===== src/rtl/backend_seq.sv =====
// ---------------------------------------------------------------------------
// backend_seq
//   Execution backend behind an instruction fetch unit. It takes one
//   instruction at a time over a ready/deque handshake and executes an
//   8-op ISA on a small register file. Taken branches and JR are reported
//   to fetch as one-cycle restart pulses. Loads and stores go to a data
//   memory that may refuse a request; a bounded number of refusals is
//   tolerated before the core halts with an error.
//
// Ports
//   clk, reset_i            clock; asynchronous active-high reset
//   instruction_*_i         instruction word, its address and a valid flag
//   deque_o                 instruction retired, fetch may advance
//   restart_o/_addr_o       flush fetch and restart at the given address
//   mem_req_o/we/addr/wdata data memory request (held stable while pending)
//   mem_rdata_i             load data, one cycle after an accepted load
//   mem_refused_i           same-cycle refusal of mem_req_o
//   dbg_ra_i / dbg_rd_o     combinational register file peek
//   halted_o / error_o      sticky halt, sticky retry-exhaustion error
//   retired_o               retired-instruction counter (wraps)
// ---------------------------------------------------------------------------
module backend_seq #(
  parameter int I_WIDTH   = 12,
  parameter int IA_WIDTH  = 8,
  parameter int D_WIDTH   = 16,
  parameter int RA_W      = 3,
  parameter int MA_W      = 10,
  parameter int MAX_RETRY = 4,
  parameter int CNT_W     = 16
) (
  input  logic                clk,
  input  logic                reset_i,
  input  logic [I_WIDTH-1:0]  instruction_data_i,
  input  logic [IA_WIDTH-1:0] instruction_addr_i,
  input  logic                instruction_ready_i,
  output logic                deque_o,
  output logic                restart_o,
  output logic [IA_WIDTH-1:0] restart_addr_o,
  output logic                mem_req_o,
  output logic                mem_we_o,
  output logic [MA_W-1:0]     mem_addr_o,
  output logic [D_WIDTH-1:0]  mem_wdata_o,
  input  logic [D_WIDTH-1:0]  mem_rdata_i,
  input  logic                mem_refused_i,
  input  logic [RA_W-1:0]     dbg_ra_i,
  output logic [D_WIDTH-1:0]  dbg_rd_o,
  output logic                halted_o,
  output logic                error_o,
  output logic [CNT_W-1:0]    retired_o
);

  localparam int NUM_REGS = 2 ** RA_W;
  localparam int IMM_W    = I_WIDTH - 3 - 2 * RA_W;
  localparam int RT_W     = $clog2(MAX_RETRY + 1);

  localparam logic [2:0] OP_ADD  = 3'b000;
  localparam logic [2:0] OP_ADDI = 3'b001;
  localparam logic [2:0] OP_LD   = 3'b010;
  localparam logic [2:0] OP_ST   = 3'b011;
  localparam logic [2:0] OP_BEQ  = 3'b100;
  localparam logic [2:0] OP_BLT  = 3'b101;
  localparam logic [2:0] OP_JR   = 3'b110;
  localparam logic [2:0] OP_HALT = 3'b111;

  typedef enum logic [1:0] {
    S_EXEC,
    S_MEM_REQ,
    S_MEM_WAIT,
    S_HALT
  } state_t;

  state_t              state_q, state_d;
  logic [D_WIDTH-1:0]  regs_q [NUM_REGS];
  logic [D_WIDTH-1:0]  regs_d [NUM_REGS];
  logic [MA_W-1:0]     addr_q, addr_d;
  logic [D_WIDTH-1:0]  wdata_q, wdata_d;
  logic [RA_W-1:0]     ld_rd_q, ld_rd_d;
  logic                we_q, we_d;
  logic [RT_W-1:0]     retry_q, retry_d;
  logic                error_q, error_d;
  logic [CNT_W-1:0]    retired_q, retired_d;

  // Instruction field decode
  logic [2:0]          op;
  logic [RA_W-1:0]     rd_a, rs_a;
  logic [IMM_W-1:0]    imm;
  logic [D_WIDTH-1:0]  imm_sext;
  logic [IA_WIDTH-1:0] br_off;
  logic [D_WIDTH-1:0]  rd_val, rs_val;
  logic [MA_W-1:0]     mem_ea;
  logic [RT_W-1:0]     retry_inc;

  // Single register-file write port, shared by ALU ops and load return
  logic                reg_we;
  logic [RA_W-1:0]     reg_wa;
  logic [D_WIDTH-1:0]  reg_wd;

  assign op       = instruction_data_i[I_WIDTH-1 -: 3];
  assign rd_a     = instruction_data_i[I_WIDTH-4 -: RA_W];
  assign rs_a     = instruction_data_i[I_WIDTH-4-RA_W -: RA_W];
  assign imm      = instruction_data_i[IMM_W-1:0];
  assign imm_sext = {{(D_WIDTH-IMM_W){imm[IMM_W-1]}}, imm};
  assign br_off   = {{(IA_WIDTH-IMM_W){imm[IMM_W-1]}}, imm};
  assign rd_val   = regs_q[rd_a];
  assign rs_val   = regs_q[rs_a];
  // Only the low MA_W bits of rs+sext(imm) matter, so add just those.
  assign mem_ea   = rs_val[MA_W-1:0] + imm_sext[MA_W-1:0];
  assign retry_inc = retry_q + RT_W'(1);

  always_comb begin
    state_d        = state_q;
    addr_d         = addr_q;
    wdata_d        = wdata_q;
    ld_rd_d        = ld_rd_q;
    we_d           = we_q;
    retry_d        = retry_q;
    error_d        = error_q;
    deque_o        = 1'b0;
    restart_o      = 1'b0;
    restart_addr_o = '0;
    mem_req_o      = 1'b0;
    reg_we         = 1'b0;
    reg_wa         = rd_a;
    reg_wd         = '0;

    case (state_q)
      S_EXEC: begin
        if (instruction_ready_i) begin
          case (op)
            OP_ADD: begin
              reg_we  = 1'b1;
              reg_wd  = rd_val + rs_val;
              deque_o = 1'b1;
            end
            OP_ADDI: begin
              reg_we  = 1'b1;
              reg_wd  = rd_val + imm_sext;
              deque_o = 1'b1;
            end
            OP_LD, OP_ST: begin
              addr_d  = mem_ea;
              wdata_d = rd_val;
              ld_rd_d = rd_a;
              we_d    = (op == OP_ST);
              retry_d = '0;
              state_d = S_MEM_REQ;
            end
            OP_BEQ: begin
              if (rd_val == rs_val) begin
                restart_o      = 1'b1;
                restart_addr_o = instruction_addr_i + br_off;
              end else begin
                deque_o = 1'b1;
              end
            end
            OP_BLT: begin
              if ($signed(rd_val) < $signed(rs_val)) begin
                restart_o      = 1'b1;
                restart_addr_o = instruction_addr_i + br_off;
              end else begin
                deque_o = 1'b1;
              end
            end
            OP_JR: begin
              restart_o      = 1'b1;
              restart_addr_o = rs_val[IA_WIDTH-1:0];
            end
            default: begin  // OP_HALT
              deque_o = 1'b1;
              state_d = S_HALT;
            end
          endcase
        end
      end

      S_MEM_REQ: begin
        mem_req_o = 1'b1;
        if (mem_refused_i) begin
          retry_d = retry_inc;
          if (retry_inc == RT_W'(MAX_RETRY)) begin
            error_d = 1'b1;
            state_d = S_HALT;
          end
        end else if (we_q) begin
          deque_o = 1'b1;
          state_d = S_EXEC;
        end else begin
          state_d = S_MEM_WAIT;
        end
      end

      S_MEM_WAIT: begin
        reg_we  = 1'b1;
        reg_wa  = ld_rd_q;
        reg_wd  = mem_rdata_i;
        deque_o = 1'b1;
        state_d = S_EXEC;
      end

      default: begin  // S_HALT: quiescent until reset
      end
    endcase
  end

  always_comb begin
    regs_d = regs_q;
    if (reg_we) begin
      regs_d[reg_wa] = reg_wd;
    end
  end

  // A taken restart retires the instruction even though fetch flushes it.
  assign retired_d = retired_q + CNT_W'(deque_o | restart_o);

  always_ff @(posedge clk or posedge reset_i) begin
    if (reset_i) begin
      state_q   <= S_EXEC;
      addr_q    <= '0;
      wdata_q   <= '0;
      ld_rd_q   <= '0;
      we_q      <= 1'b0;
      retry_q   <= '0;
      error_q   <= 1'b0;
      retired_q <= '0;
      for (int i = 0; i < NUM_REGS; i++) begin
        regs_q[i] <= '0;
      end
    end else begin
      state_q   <= state_d;
      addr_q    <= addr_d;
      wdata_q   <= wdata_d;
      ld_rd_q   <= ld_rd_d;
      we_q      <= we_d;
      retry_q   <= retry_d;
      error_q   <= error_d;
      retired_q <= retired_d;
      regs_q    <= regs_d;
    end
  end

  assign mem_we_o    = we_q;
  assign mem_addr_o  = addr_q;
  assign mem_wdata_o = wdata_q;
  assign dbg_rd_o    = regs_q[dbg_ra_i];
  assign halted_o    = (state_q == S_HALT);
  assign error_o     = error_q;
  assign retired_o   = retired_q;

endmodule


===== config.mk =====
export PLATFORM = sky130hd
export DESIGN_NAME = backend_seq
export DESIGN_NICKNAME = d
export VERILOG_FILES = /design/src/rtl/backend_seq.sv
export SDC_FILE = /design/constraint.sdc
export NUM_CORES = 1
export LEC_CHECK = 0
export BUFFER_PORTS_ARGS = -buffer_cell sky130_fd_sc_hd__buf_4
export CORE_ASPECT_RATIO = 0.8
export CORE_MARGIN = 3
export CORE_UTILIZATION = 45
export DETAILED_ROUTE_END_ITERATION = 16
export HOLD_SLACK_MARGIN = 0.02
export PLACE_DENSITY = 0.68
export SYNTH_ARGS = -nofsm -noshare
export SYNTH_HDL_FRONTEND = slang
export SYNTH_SLANG_ARGS = --single-unit

===== constraint.sdc =====
create_clock -name clk -period 9.69 [get_ports clk]
set_clock_uncertainty 0.05 [all_clocks]
set_input_delay 1.4535 -clock clk [delete_from_list [all_inputs] [get_ports clk]]
set_output_delay 1.4535 -clock clk [all_outputs]
set_load 0.02 [all_outputs]

==> Word-level counts from Yosys, hierarchy flattened <==
Cells that the tools add are included.
{ "op_classes": {"n_addsub": 6, "magnitude_cmp": 6, "eq_ne": 16, "n_mux": 47, "n_bitwise": 5, "n_reduce_logical": 13} }
{ "ops": {"columns": ["op", "count"], "rows": [
  ["$bmux 16 s3", 3],
  ["$bwmux 128", 1],
  ["$mux 16", 8],
  ["$pmux 16 s2", 2],
  ["$demux 16 s3", 1],
  ["$add 16x16->16", 2],
  ["$mux 8", 4],
  ["$pmux 8 s3", 1],
  ["$add 16x1->16", 1],
  ["$eq 16x16->1", 1],
  ["$ge 4x4->1 const B", 4],
  ["$lt 16x16->1", 1],
  ["$not 3->4", 4],
  ["$eq 3x3->1 const B", 4],
  ["$mux 1", 12],
  ["$mux 3", 4],
  ["$add 10x10->10", 1],
  ["$pmux 1 s3", 3],
  ["$add 8x8->8", 1],
  ["$mux 2", 4],
  ["$reduce_and 4->1", 2],
  ["$eq 3x2->1 const B", 2],
  ["$ne 2x2->1 const B", 3],
  ["$pmux 2 s3", 1],
  ["other kinds (20)", 23]
]} }
{ "word_totals": {"ff_bits": 180, "inputBits": 43, "output_inout_bits": 72, "wordCells": 109} }

==> Longest topological paths before layout <==
{ "logic_depth": {"ltp_word": 11, "depth_mapped": 19, "mapped_depth_nobuf": 17} }

==> Least setup slack after synthesis <==
Ideal clock, no wire load.
{ "synth_timing": {"kind": "in2out", "from": "input port instruction_data_i[6]", "to": "output port restart_addr_o[2]", "arrival_ns": 5.058, "t_required_ns": 8.187, "path_slack_ns": 3.128, "cell_stages": 12, "path_buffers": 2, "cell_sequence": "clkbuf_1 > buf_1 > mux4_2 > mux2_2 > ha_1 > nand2_1 > or4_1 > a21o_1 > a2111oi_0 > a31oi_1 > a21o_1 > o22ai_1"} }
{ "synth_via": {"elab_chain_len": 9, "word_cells_on_any_way": 11, "classes_between": "order compare (1); eq/ne (1); mux (8); bitwise (1)"} }
{ "synth_lines": {"columns": ["element", "line", "rtl"], "rows": [
  ["from (decl)", "33", "input logic [I_WIDTH-1:0] instruction_data_i,"],
  ["$not 3->4 (not written as such) (*)", "104", "assign rd_val = regs_q[rd_a];"],
  ["$bmux 16 s3 (*)", "104", null],
  ["$mux 16 (not written as such) (*) (2 in a row)", "104", null],
  ["via rd_val[6]", "89", "logic [D_WIDTH-1:0] rd_val, rs_val;"],
  ["$lt 16x16->1 / $eq 16x16->1 (equally long branches)", "157, 149", null],
  ["$mux 8 (on tied branches)", "157, 149", null],
  ["$pmux 8 s3 (*)", "129", "case (op)"],
  ["$mux 8 (*)", "128", "if (instruction_ready_i) begin"],
  ["$mux 8 (*)", "126", "case (state_q)"],
  ["to (decl)", "38", "output logic [IA_WIDTH-1:0] restart_addr_o,"]
]} }
Mark *: on every way through the listed nets, which the timed path passes. The rest lies on a longest branch. The select of a mux whose other input is x is not followed.

==> Worst setup path after layout <==
{ "layout_timing": {"from": "input port instruction_data_i[7]", "to": "output port restart_addr_o[1]"} }
Same word-level chain as after synthesis.

==> metrics.yaml <==
grt:
  grt_pass1_vias: 9250
  antenna_found_initial: 0
  grt.overflow.total: 0
  grt_max_degree: 99
  grt_use_total: 0.238
  grt_pass1_wl_um: 53400
floorplan:
  num_io_pins: 115
  die_width_um: 189
  start_util: 0.467
  fp.coreArea_mm2: 0.0258
  dieArea_mm2: 0.0287
  die_y_um: 152
  num_rows: 52
logic_synthesis:
  ys_warn_count: 0
  synth_compound_area_frac: 0.126
  ys_ff_latch: 180
  ys_seq_area_frac: 0.375
  synth_ff_type: "dfrtp_1"
  synth-simple-area-share: 0.110
  synth_edf_count: 0
  synth.distinct_cells: 59
  synth_cells: 1128
  netlist.area_leader.share: 0.375
  synth_fa_ha_area_frac: 0.0622
  synthMuxAreaShare: 0.262
  synth_area_leaders: "dfrtp_1 (37%), mux4_2 (18%), ha_1 (5.7%), mux2_2 (5.3%), o21ai_0 (5.2%)"
  yosys.area_share.xor_xnor: 0.0298
  netlist_area_mm2: 0.0120
  synth_top_family_by_area: "multiplexers"
  syn_avg_cell_area_um2: 10.7
  syn_nets: 1229
  synth-async-reset-ratio: 1.00
  synth_top_cell_by_area: "dfrtp_1"
timing:
  setup_ws_ns: 2.77
  slew_headroom: 0.155
  fin_crit_ns: 6.92
  finalCritPeriodShare: 0.714
  timing.setup.tns_ns: 0
  hold_viol_final: 0
  setup_viol_count_final: 0
  drv_slew: 0
  tightest_slew_ns: 1.26
  rsz0062_at_grt: "false"
  timing.fmax_mhz: 145
route:
  drc: 0
  wire_per_inst_um: 21.8
  drt-total-wl_um: 33900
  drt-pass1-iter-count: 5
  dr.max_layer_used: "met4"
  wl_met2_um: 15200
  drtIter0Drc: 903
  wl_met3_um: 2850
  wl_met1_um: 15100
  ant_nets: 0
  vias_per_cell: 6.10
  vias: 9484
final_layout:
  seq_area_mm2: 0.00450
  finalNetCount: 1293
  fin_util: 0.535
  area_growth_pct: 14.7
  multi_input_area_mm2: 0.00712
  nFillCells: 2286
  drive_gt1_frac: 0.266
  diodes: 0
cts:
  cts_root_buf: "clkbuf_16"
  numCtsBuffers: 17
  cts_resized: 0
  cts_hold_buf: 0
  clock_latency_ns: 0.43
  cts_tree: "yes"
  clk_transition_reported_paths_ns: 0.07
  post-cts-setup-buffers: 0
  clock-sinks: 180
  h-tree-depth: 4
  cts_buffer_depth: 2
placed_design:
  place_ws_ns: 2.84
  port_buffers: 114
  dpl.hpwl_um: 22500
  gp_congestion: 0.855
power_and_ir_drop:
  p_per_area_mw_per_mm2: 124
  combPwrFrac: 0.078
  p_leak_nw: 6.27
  seqPwrFrac: 0.438
  p_sw_uw: 397
  clockPowerShare: 0.484
  switching_share: 0.232
  p_int_mw: 1.32
  vdd_drop_max_v: 0.000118
setup_path:
  timing.rr.start: "regs_q[47]$_DFFE_PP0P_"
  cp-end-kind: "primary output"
  cp_data_required_time_ns: 8.19
  r2r-end: "retired_o[12]$_DFF_PP0_"
  crit_start: "instruction_data_i[7]"
  critPathLaunchType: "input port"
  worstRegToRegCells: 17
  cp_max_fo: 36
  worstPathArrival_ns: 5.42
  max_stage_delay_ns: 0.58
  cpLargestDelayFamily: "compound AO/OA/AOI/OAI gates"
  endpoint: "restart_addr_o[1]"
  rrSetupSlack_ns: 4.63
  cp_common_cell: "buf_4"
  critical_path_buf_inv_count: 3
  critical_path_depth: 13
  cpMaxStageDelayCell: "or4_1"
  critical_path_class: "in2out"
  path_cells: "buf_4 -> mux4_2 -> mux2i_1 -> inv_1 -> ha_1 -> nand4_1 -> or4_1 -> a21o_1 -> a2111oi_0 -> a31oi_1 -> a21oi_1 -> a22o_1 -> buf_4"
flow_run:
  max_cap_violations: 0
outcome:
  status: "finished clean"
worst_hold_path:
  hold_class: "reg2reg"
  worstHoldPathCells: 1
==> layer usage <==
layer | GRT usage | vias up
met4 | 0.0642 | 0
met5 | 0 | -
met2 | 0.368 | 419
li1 | - | 4292
met3 | 0.0446 | 47
met1 | 0.348 | 4726
==> power by group through the flow <==
stage	clock network [mW]	logic, mW	registers, mW
floorplan	0	0.0925	0.766
finish	0.829	0.135	0.751
CTS	0.838	0.135	0.751
global route	0.872	0.146	0.750
detailed placement	0	0.135	0.765
global placement	0	0.133	0.765
==> registers in the layout, indices dropped and copies added (netlist names) <==
name / count
retired_o: 16
error_o: 1
regs_q: 128
mem_addr_o: 10
mem_we_o: 1
state_q: 2
ld_rd_q: 3
mem_wdata_o: 16
retry_q: 3
==> worst min path at each step <==
stage | slack, ns | endpoint | from
6_report | 0.43 | error_o$_DFFE_PP0P_ | error_o$_DFFE_PP0P_
5_1_grt | 0.44 | error_o$_DFFE_PP0P_ | error_o$_DFFE_PP0P_
4_1_cts | 0.43 | error_o$_DFFE_PP0P_ | error_o$_DFFE_PP0P_
3_5_place_dp | 0.41 | retired_o[15]$_DFF_PP0_ | retired_o[15]$_DFF_PP0_
3_3_place_gp | 0.40 | error_o$_DFFE_PP0P_ | error_o$_DFFE_PP0P_
2_1_floorplan | 0.43 | regs_q[16]$_DFFE_PP0P_ | regs_q[16]$_DFFE_PP0P_
==> worst reg2reg max path: stages (launching register included) <==
cell	delay, ns
dfrtp_1	0.43
mux4_2	0.47
mux2i_1	0.24
inv_1	0.13
ha_1	0.39
nand4_1	0.19
or4_1	0.58
a21o_1	0.19
a2111oi_0	0.40
a31oi_1	0.19
a21o_1	0.29
o311ai_0	0.17
ha_1	0.34
ha_1	0.26
nand2_1	0.10
or2_2	0.32
nor2_1	0.12
xor2_1	0.15
==> final cells by class <==
| type | count | area share |
|---|---|---|
| multi-input combinational | 842 | 0.516 |
| sequential | 180 | 0.327 |
| timing repair buffer | 122 | 0.0664 |
| tap | 351 | 0.0318 |
| clock buffer | 17 | 0.0308 |
| clock inverter | 14 | 0.0198 |
| inverter | 29 | 0.00826 |
==> cell usage after synthesis (24+ instances only) <==
master / n
dfrtp_1: 180
mux2_2: 57
o21ai_0: 125
ha_1: 55
inv_1: 29
nand2_1: 158
nand3_1: 24
clkbuf_1: 51
mux2i_1: 33
a21oi_1: 49
mux4_2: 95
nor2_1: 51
==> metrics by stage <==
step,cell area (um2),power [mW],hold WS (ns),instances
2_1_floorplan,12000,0.858,0.427,1128
3_3_place_gp,13100,0.899,0.402,1524
3_5_place_dp,13100,0.900,0.414,1524
4_1_cts,13800,1.72,0.432,1555
5_1_grt,13800,1.77,0.444,1555
6_report,13800,1.71,0.428,1555
==> layout by cell type, fill, tap and decap left out, drive strengths merged, types with 33 or more instances in the layout <==
| cell | synthesis | layout |
|---|---|---|
| nor2 | 51 | 51 |
| inv | 29 | 33 |
| mux4 | 96 | 96 |
| nand2 | 158 | 158 |
| ha | 55 | 55 |
| mux2i | 34 | 34 |
| mux2 | 57 | 57 |
| o21ai | 126 | 126 |
| buf | 26 | 122 |
| dfrtp | 180 | 180 |
| a21oi | 50 | 50 |
==> cell families (layout without fill, tap and decap cells) <==
group,after synthesis,after routing
and+or+nand+nor,301,301
DFF,180,180
AOI/OAI and AO/OA,256,256
muxes,187,187
xor gates and xnor gates,40,40
buffers and inverters,106,182
adders and majority gates,58,58
Note: power is estimated with default switching activity, not from simulation.
